### src/rtl/decode_pkg.sv
// rtl/decode_pkg.sv - shared decode types: format codes, RV opcodes, buffered entry layout.
package decode_pkg;

    typedef enum logic [2:0] {
        FMT_R   = 3'd0,
        FMT_I   = 3'd1,
        FMT_S   = 3'd2,
        FMT_B   = 3'd3,
        FMT_U   = 3'd4,
        FMT_J   = 3'd5,
        FMT_ILL = 3'd7
    } fmt_e;

    localparam logic [6:0] OPC_LUI       = 7'b0110111;
    localparam logic [6:0] OPC_AUIPC     = 7'b0010111;
    localparam logic [6:0] OPC_JAL       = 7'b1101111;
    localparam logic [6:0] OPC_JALR      = 7'b1100111;
    localparam logic [6:0] OPC_BRANCH    = 7'b1100011;
    localparam logic [6:0] OPC_LOAD      = 7'b0000011;
    localparam logic [6:0] OPC_STORE     = 7'b0100011;
    localparam logic [6:0] OPC_OP_IMM    = 7'b0010011;
    localparam logic [6:0] OPC_OP        = 7'b0110011;
    localparam logic [6:0] OPC_MISC_MEM  = 7'b0001111;
    localparam logic [6:0] OPC_SYSTEM    = 7'b1110011;
    localparam logic [6:0] OPC_OP_IMM_32 = 7'b0011011;
    localparam logic [6:0] OPC_OP_32     = 7'b0111011;

    // XLEN-wide fields (pc, imm) live in parallel arrays inside the stage.
    typedef struct packed {
        logic [6:0] opcode;
        logic [2:0] funct3;
        logic [6:0] funct7;
        logic [4:0] rs1;
        logic [4:0] rs2;
        logic [4:0] rd;
        fmt_e       fmt;
        logic       illegal;
    } decode_entry_t;

endpackage

### src/rtl/decode_imm_gen.sv
// rtl/decode_imm_gen.sv - combinational format classifier and sign-extended immediate generator.
import decode_pkg::*;

module decode_imm_gen #(
    parameter int XLEN = 32
) (
    input  logic [31:0]     instr_i,
    output logic [2:0]      fmt_o,
    output logic [XLEN-1:0] imm_o,
    output logic            illegal_o
);

    fmt_e        fmt;
    logic [31:0] imm32;

    always_comb begin
        fmt   = FMT_ILL;
        imm32 = '0;
        case (instr_i[6:0])
            OPC_LUI, OPC_AUIPC: begin
                fmt   = FMT_U;
                imm32 = {instr_i[31:12], 12'b0};
            end
            OPC_JAL: begin
                fmt   = FMT_J;
                imm32 = {{11{instr_i[31]}}, instr_i[31], instr_i[19:12], instr_i[20], instr_i[30:21], 1'b0};
            end
            OPC_JALR, OPC_LOAD, OPC_OP_IMM, OPC_SYSTEM, OPC_MISC_MEM: begin
                fmt   = FMT_I;
                imm32 = {{20{instr_i[31]}}, instr_i[31:20]};
            end
            OPC_STORE: begin
                fmt   = FMT_S;
                imm32 = {{20{instr_i[31]}}, instr_i[31:25], instr_i[11:7]};
            end
            OPC_BRANCH: begin
                fmt   = FMT_B;
                imm32 = {{19{instr_i[31]}}, instr_i[31], instr_i[7], instr_i[30:25], instr_i[11:8], 1'b0};
            end
            OPC_OP: fmt = FMT_R;
            // Word-sized ops only exist on RV64.
            OPC_OP_IMM_32: begin
                if (XLEN == 64) begin
                    fmt   = FMT_I;
                    imm32 = {{20{instr_i[31]}}, instr_i[31:20]};
                end
            end
            OPC_OP_32: begin
                if (XLEN == 64) fmt = FMT_R;
            end
            default: ;
        endcase
        if (instr_i[1:0] != 2'b11) begin
            fmt   = FMT_ILL;
            imm32 = '0;
        end
    end

    assign fmt_o     = fmt;
    assign illegal_o = (fmt == FMT_ILL);
    assign imm_o     = XLEN'($signed(imm32));

endmodule

### src/rtl/decode_stage.sv
// rtl/decode_stage.sv - registered RV32I/RV64I decode stage with DEPTH-entry output FIFO.
// DECODE_STAGE_STATS_EN adds wrapping push / illegal-push counters (cleared by reset only).
import decode_pkg::*;

module decode_stage #(
    parameter int XLEN  = 32,
    parameter int DEPTH = 2
) (
    input  logic            clk,
    input  logic            reset,
    input  logic            flush,
    input  logic            in_valid,
    output logic            in_ready,
    input  logic [31:0]     in_instr,
    input  logic [XLEN-1:0] in_pc,
    output logic            out_valid,
    input  logic            out_ready,
    output logic [XLEN-1:0] out_pc,
    output logic [6:0]      out_opcode,
    output logic [2:0]      out_funct3,
    output logic [6:0]      out_funct7,
    output logic [4:0]      out_rs1,
    output logic [4:0]      out_rs2,
    output logic [4:0]      out_rd,
    output logic [XLEN-1:0] out_imm,
    output logic [2:0]      out_fmt,
    output logic            out_illegal
`ifdef DECODE_STAGE_STATS_EN
    ,
    output logic [31:0]     stat_decoded,
    output logic [31:0]     stat_illegal
`endif
);

    localparam int PTR_W = $clog2(DEPTH);
    localparam logic [PTR_W-1:0] PTR_ONE = 1;
    localparam logic [PTR_W:0]   CNT_ONE = 1;
    localparam logic [PTR_W:0]   CNT_MAX = DEPTH;

    logic [PTR_W-1:0] wr_ptr_q, wr_ptr_d, rd_ptr_q, rd_ptr_d;
    logic [PTR_W:0]   count_q, count_d;

    decode_entry_t    entry_q [DEPTH];
    logic [XLEN-1:0]  pc_q    [DEPTH];
    logic [XLEN-1:0]  imm_q   [DEPTH];

    decode_entry_t    new_entry;
    logic [2:0]       dec_fmt;
    logic [XLEN-1:0]  dec_imm;
    logic             dec_illegal;
    logic             push, pop, accept;

    decode_imm_gen #(.XLEN(XLEN)) u_imm_gen (
        .instr_i   (in_instr),
        .fmt_o     (dec_fmt),
        .imm_o     (dec_imm),
        .illegal_o (dec_illegal)
    );

    assign in_ready  = (count_q < CNT_MAX);
    assign out_valid = (count_q != '0);
    assign push      = in_valid && in_ready;
    assign pop       = out_valid && out_ready;
    // Flush wins over a same-cycle push, so the offered word is never stored.
    assign accept    = push && !flush;

    always_comb begin
        new_entry         = '0;
        new_entry.opcode  = in_instr[6:0];
        new_entry.funct3  = in_instr[14:12];
        new_entry.funct7  = in_instr[31:25];
        new_entry.rs1     = in_instr[19:15];
        new_entry.rs2     = in_instr[24:20];
        new_entry.rd      = in_instr[11:7];
        new_entry.fmt     = fmt_e'(dec_fmt);
        new_entry.illegal = dec_illegal;
    end

    always_comb begin
        wr_ptr_d = wr_ptr_q;
        rd_ptr_d = rd_ptr_q;
        count_d  = count_q;
        if (flush) begin
            wr_ptr_d = '0;
            rd_ptr_d = '0;
            count_d  = '0;
        end else begin
            if (push) wr_ptr_d = wr_ptr_q + PTR_ONE;
            if (pop)  rd_ptr_d = rd_ptr_q + PTR_ONE;
            case ({push, pop})
                2'b10:   count_d = count_q + CNT_ONE;
                2'b01:   count_d = count_q - CNT_ONE;
                default: ;
            endcase
        end
    end

    always_ff @(posedge clk or posedge reset) begin
        if (reset) begin
            wr_ptr_q <= '0;
            rd_ptr_q <= '0;
            count_q  <= '0;
        end else begin
            wr_ptr_q <= wr_ptr_d;
            rd_ptr_q <= rd_ptr_d;
            count_q  <= count_d;
        end
    end

    always_ff @(posedge clk) begin
        if (accept) begin
            entry_q[wr_ptr_q] <= new_entry;
            pc_q[wr_ptr_q]    <= in_pc;
            imm_q[wr_ptr_q]   <= dec_imm;
        end
    end

    always_comb begin
        out_pc      = '0;
        out_opcode  = '0;
        out_funct3  = '0;
        out_funct7  = '0;
        out_rs1     = '0;
        out_rs2     = '0;
        out_rd      = '0;
        out_imm     = '0;
        out_fmt     = '0;
        out_illegal = 1'b0;
        if (out_valid) begin
            out_pc      = pc_q[rd_ptr_q];
            out_opcode  = entry_q[rd_ptr_q].opcode;
            out_funct3  = entry_q[rd_ptr_q].funct3;
            out_funct7  = entry_q[rd_ptr_q].funct7;
            out_rs1     = entry_q[rd_ptr_q].rs1;
            out_rs2     = entry_q[rd_ptr_q].rs2;
            out_rd      = entry_q[rd_ptr_q].rd;
            out_imm     = imm_q[rd_ptr_q];
            out_fmt     = entry_q[rd_ptr_q].fmt;
            out_illegal = entry_q[rd_ptr_q].illegal;
        end
    end

`ifdef DECODE_STAGE_STATS_EN
    logic [31:0] stat_decoded_q, stat_illegal_q;

    always_ff @(posedge clk or posedge reset) begin
        if (reset) begin
            stat_decoded_q <= '0;
            stat_illegal_q <= '0;
        end else if (accept) begin
            stat_decoded_q <= stat_decoded_q + 32'd1;
            if (dec_illegal) stat_illegal_q <= stat_illegal_q + 32'd1;
        end
    end

    assign stat_decoded = stat_decoded_q;
    assign stat_illegal = stat_illegal_q;
`endif

endmodule
### config.mk
export PLATFORM = sky130hd
export DESIGN_NAME = decode_stage
export DESIGN_NICKNAME = d
export VERILOG_FILES = /design/src/rtl/decode_pkg.sv /design/src/rtl/decode_imm_gen.sv /design/src/rtl/decode_stage.sv
export SDC_FILE = /design/constraint.sdc
export NUM_CORES = 1
export LEC_CHECK = 0
export BUFFER_PORTS_ARGS = -buffer_cell sky130_fd_sc_hd__buf_2
export CORE_ASPECT_RATIO = 1.2
export CORE_MARGIN = 2
export CORE_UTILIZATION = 55
export DETAILED_ROUTE_END_ITERATION = 10
export PLACE_DENSITY = 0.84
export SETUP_SLACK_MARGIN = 0.05
export SYNTH_ARGS = -nofsm -noshare
export SYNTH_HDL_FRONTEND = slang
export SYNTH_SLANG_ARGS = --single-unit
### constraint.sdc
create_clock -name clk -period 10.7 [get_ports clk]
set_input_delay 2.14 -clock clk [delete_from_list [all_inputs] [get_ports clk]]
set_output_delay 2.14 -clock clk [all_outputs]
set_load 0.01 [all_outputs]
==> results.cfg <==
[run_status]
status = complete, no violations

[timing]
tns_ns = 0
rsz0062_at_grt = false
clock.fmax_ghz = 0.195
relSlewSlack_pct = 29.1
finalCritPeriodShare_pct = 47.9
fin_skew_ns = 0.00912
setup_violations = 0
hold_viol = 0
tightest_slew_ns = 1.06
slew_viol_final = 0
fin_crit_ns = 5.12

[detailed_routing]
vias = 5113
antenna_left = 0
drt-vias-per-instance = 5.43
drtIter0Drc = 334
wl_per_cell_um = 18.1
drc = 0
wirelength_um = 17000
dr.pass1.iters = 5

[critical_path]
r2r_slack_ns = 8.12
arrival_ns = 2.98
crit_required_ns = 8.56
regToRegStartpoint = count_q[1]
critPathMaxFanout = 62
crit_type = flop to output port
start_kind = flop
r2r_end = entry_q[1][7]
ff2ff_path_depth = 5
end_kind = output port

[pwr]
peakVddDrop_mv = 0.153
switching_share_pct = 22.6
clkPwrFrac_pct = 36.9
seqPwrFrac_pct = 52.5
combPwrFrac_pct = 10.6
p_int_mw = 1.37
power_density_mw_per_mm2 = 176
p_switching_mw = 0.400
p_leak_nw = 3.83

[layout]
layout_commonest_cell = edfxtp_1
antenna_cells = 0
drive_gt1_share_pct = 29.5
num-nets-final = 793
postLayoutCoreUtil_pct = 67.2
syn_to_final_growth_pct = 19.5
final_cell_mix = edfxtp_1, buf_2, nor2_1

[grt]
antenna_found_initial = 0
grt_max_degree = 63
grt_overflow = 0
grt_pass1_wl_um = 25800
grt_use_total_pct = 20.2
grt_pass1_vias = 5192

[run]
cap_violations = 0

[synth]
ys_ff_latch = 204
synth_area_per_cell_sq_um = 15.1
syn-num-nets = 625
syn-cell-area_sq_mm = 0.00841
yosys_warnings = 0
ys_seq_area_share_pct = 72.6
synthCells = 556
synthDistinctLibCells = 43

[floorplan]
io_pins = 171
die_x_um = 117
num_rows = 49
die_area_sq_mm = 0.0163
die_h_um = 139
core_region_area_sq_mm = 0.0150
start_util_pct = 56.2

[min_path]
worstHoldEndpoint = wr_ptr_q
holdPathStages = 2
hold_class = flop to flop
hp-start = wr_ptr_q

[place]
post-dp-hpwl_um = 11100
io_buffers = 170
gp_congestion = 0.814

[clock_tree]
postCtsSetupRepairBufs = 0
cts_buffers = 20
clockBufferDepth = 3
htreeDepth = 1
cts_resized = 0
clockRootBuffer = clkbuf_16
ctsHoldBuffers = 0
insertion_delay_ns = 0.48
clkTransAtPathRegs_ns = 0.06
cts_tree = yes
clock_sinks = 204
[worst max-delay path by stage]
stage | slack [ns] | depth (start not counted) | start | to
after floorplan | 0.42 | 2 | in_valid | entry_q[1][0]
after global placement | 6.18 | 4 | rd_ptr_q | out_rs1[1]
after detailed placement | 6.13 | 4 | rd_ptr_q | out_rs1[1]
after CTS | 5.60 | 4 | rd_ptr_q | out_rs1[1]
after global routing | 5.44 | 4 | rd_ptr_q | out_rs1[1]
final | 5.58 | 4 | rd_ptr_q | out_rs1[1]
[cells in the mapped netlist (all sizes together)]
master | number | share of area [%]
nand3 | 3 | 0.18
edfxtp | 200 | 71
nand2 | 18 | 0.80
a21oi | 8 | 0.65
nand2b | 2 | 0.15
a21o | 13 | 1.2
or3 | 1 | 0.074
nor3b | 2 | 0.18
a221oi | 3 | 0.46
xnor2 | 1 | 0.10
o2111ai | 1 | 0.10
nor4b | 1 | 0.18
inv | 6 | 0.27
a21boi | 1 | 0.089
dfrtp | 4 | 1.2
xor2 | 2 | 0.21
and2 | 9 | 0.67
or3b | 2 | 0.24
and2b | 1 | 0.10
nor3 | 2 | 0.12
buf | 18 | 1.3
mux2i | 101 | 12
nor2 | 109 | 5.0
clkbuf | 12 | 0.54
a22oi | 1 | 0.089
nand4b | 1 | 0.10
nor2b | 3 | 0.22
o21a | 2 | 0.18
a32o | 4 | 0.48
o21ai | 19 | 1.2
a211oi | 3 | 0.33
and3b | 1 | 0.12
o21bai | 2 | 0.18
[area by class of cell]
class                           count  area, sq um
Timing Repair Buffer              176          896
Multi-Input combinational cell    316         2150
Tap cell                          204          255
Sequential cell                   204         6110
Clock buffer                       26          544
Inverter                            6         22.5
Fill cell                        1071         4910
Clock inverter                     10         72.6
[through the flow]
step | area (sq um) | worst slack (ns) | instances | power, mW | hold slack [ns]
after floorplan | 8410 | 0.422 | 556 | 1.06 | 0.513
after global placement | 9430 | 6.18 | 906 | 1.13 | 0.555
after detailed placement | 9430 | 6.13 | 906 | 1.13 | 0.594
after CTS | 10000 | 5.60 | 942 | 1.78 | 0.612
after global routing | 10000 | 5.44 | 942 | 1.83 | 0.645
final | 10000 | 5.58 | 942 | 1.77 | 0.614
[sequential cells by signal, summed over array words and instances (netlist names)]
signal    cells
count_q       2
rd_ptr_q      1
pc_q         64
entry_q      72
imm_q        64
wr_ptr_q      1
[cell families (layout without fill, tap and decap cells)]
kind of cell / Yosys count / in the layout / synth area share (%)
buffers and inverters: 36 / 218 / 2.07
AOI/OAI and AO/OA: 57 / 57 / 4.89
muxes: 101 / 101 / 12.0
and+or+nand+nor: 155 / 155 / 8.12
xor gates and xnor gates: 3 / 3 / 0.312
DFF: 204 / 204 / 72.6
[worst max-delay path: stages (launching register included)]
cell     delay [ns]
dfrtp_4        0.87
buf_4          0.91
mux2i_1        0.31
nor2_1         0.09
buf_2          0.18
[routing by layer]
metal	up-vias	GRT usage, %	part of all wire [%]
met5	-	0	0
met1	2489	25.9	40
li1	2386	-	-
met3	26	3.44	7.4
met4	0	5.51	1.6
met2	212	35.2	51
[power by group through the flow]
stage | clock network (mW) | registers (mW) | logic (mW)
6_report | 0.652 | 0.927 | 0.187
3_5_place_dp | 0 | 0.944 | 0.189
2_1_floorplan | 0 | 0.941 | 0.121
3_3_place_gp | 0 | 0.942 | 0.184
5_1_grt | 0.696 | 0.929 | 0.206
4_1_cts | 0.666 | 0.927 | 0.190
Power figures use the tool's default switching activity.
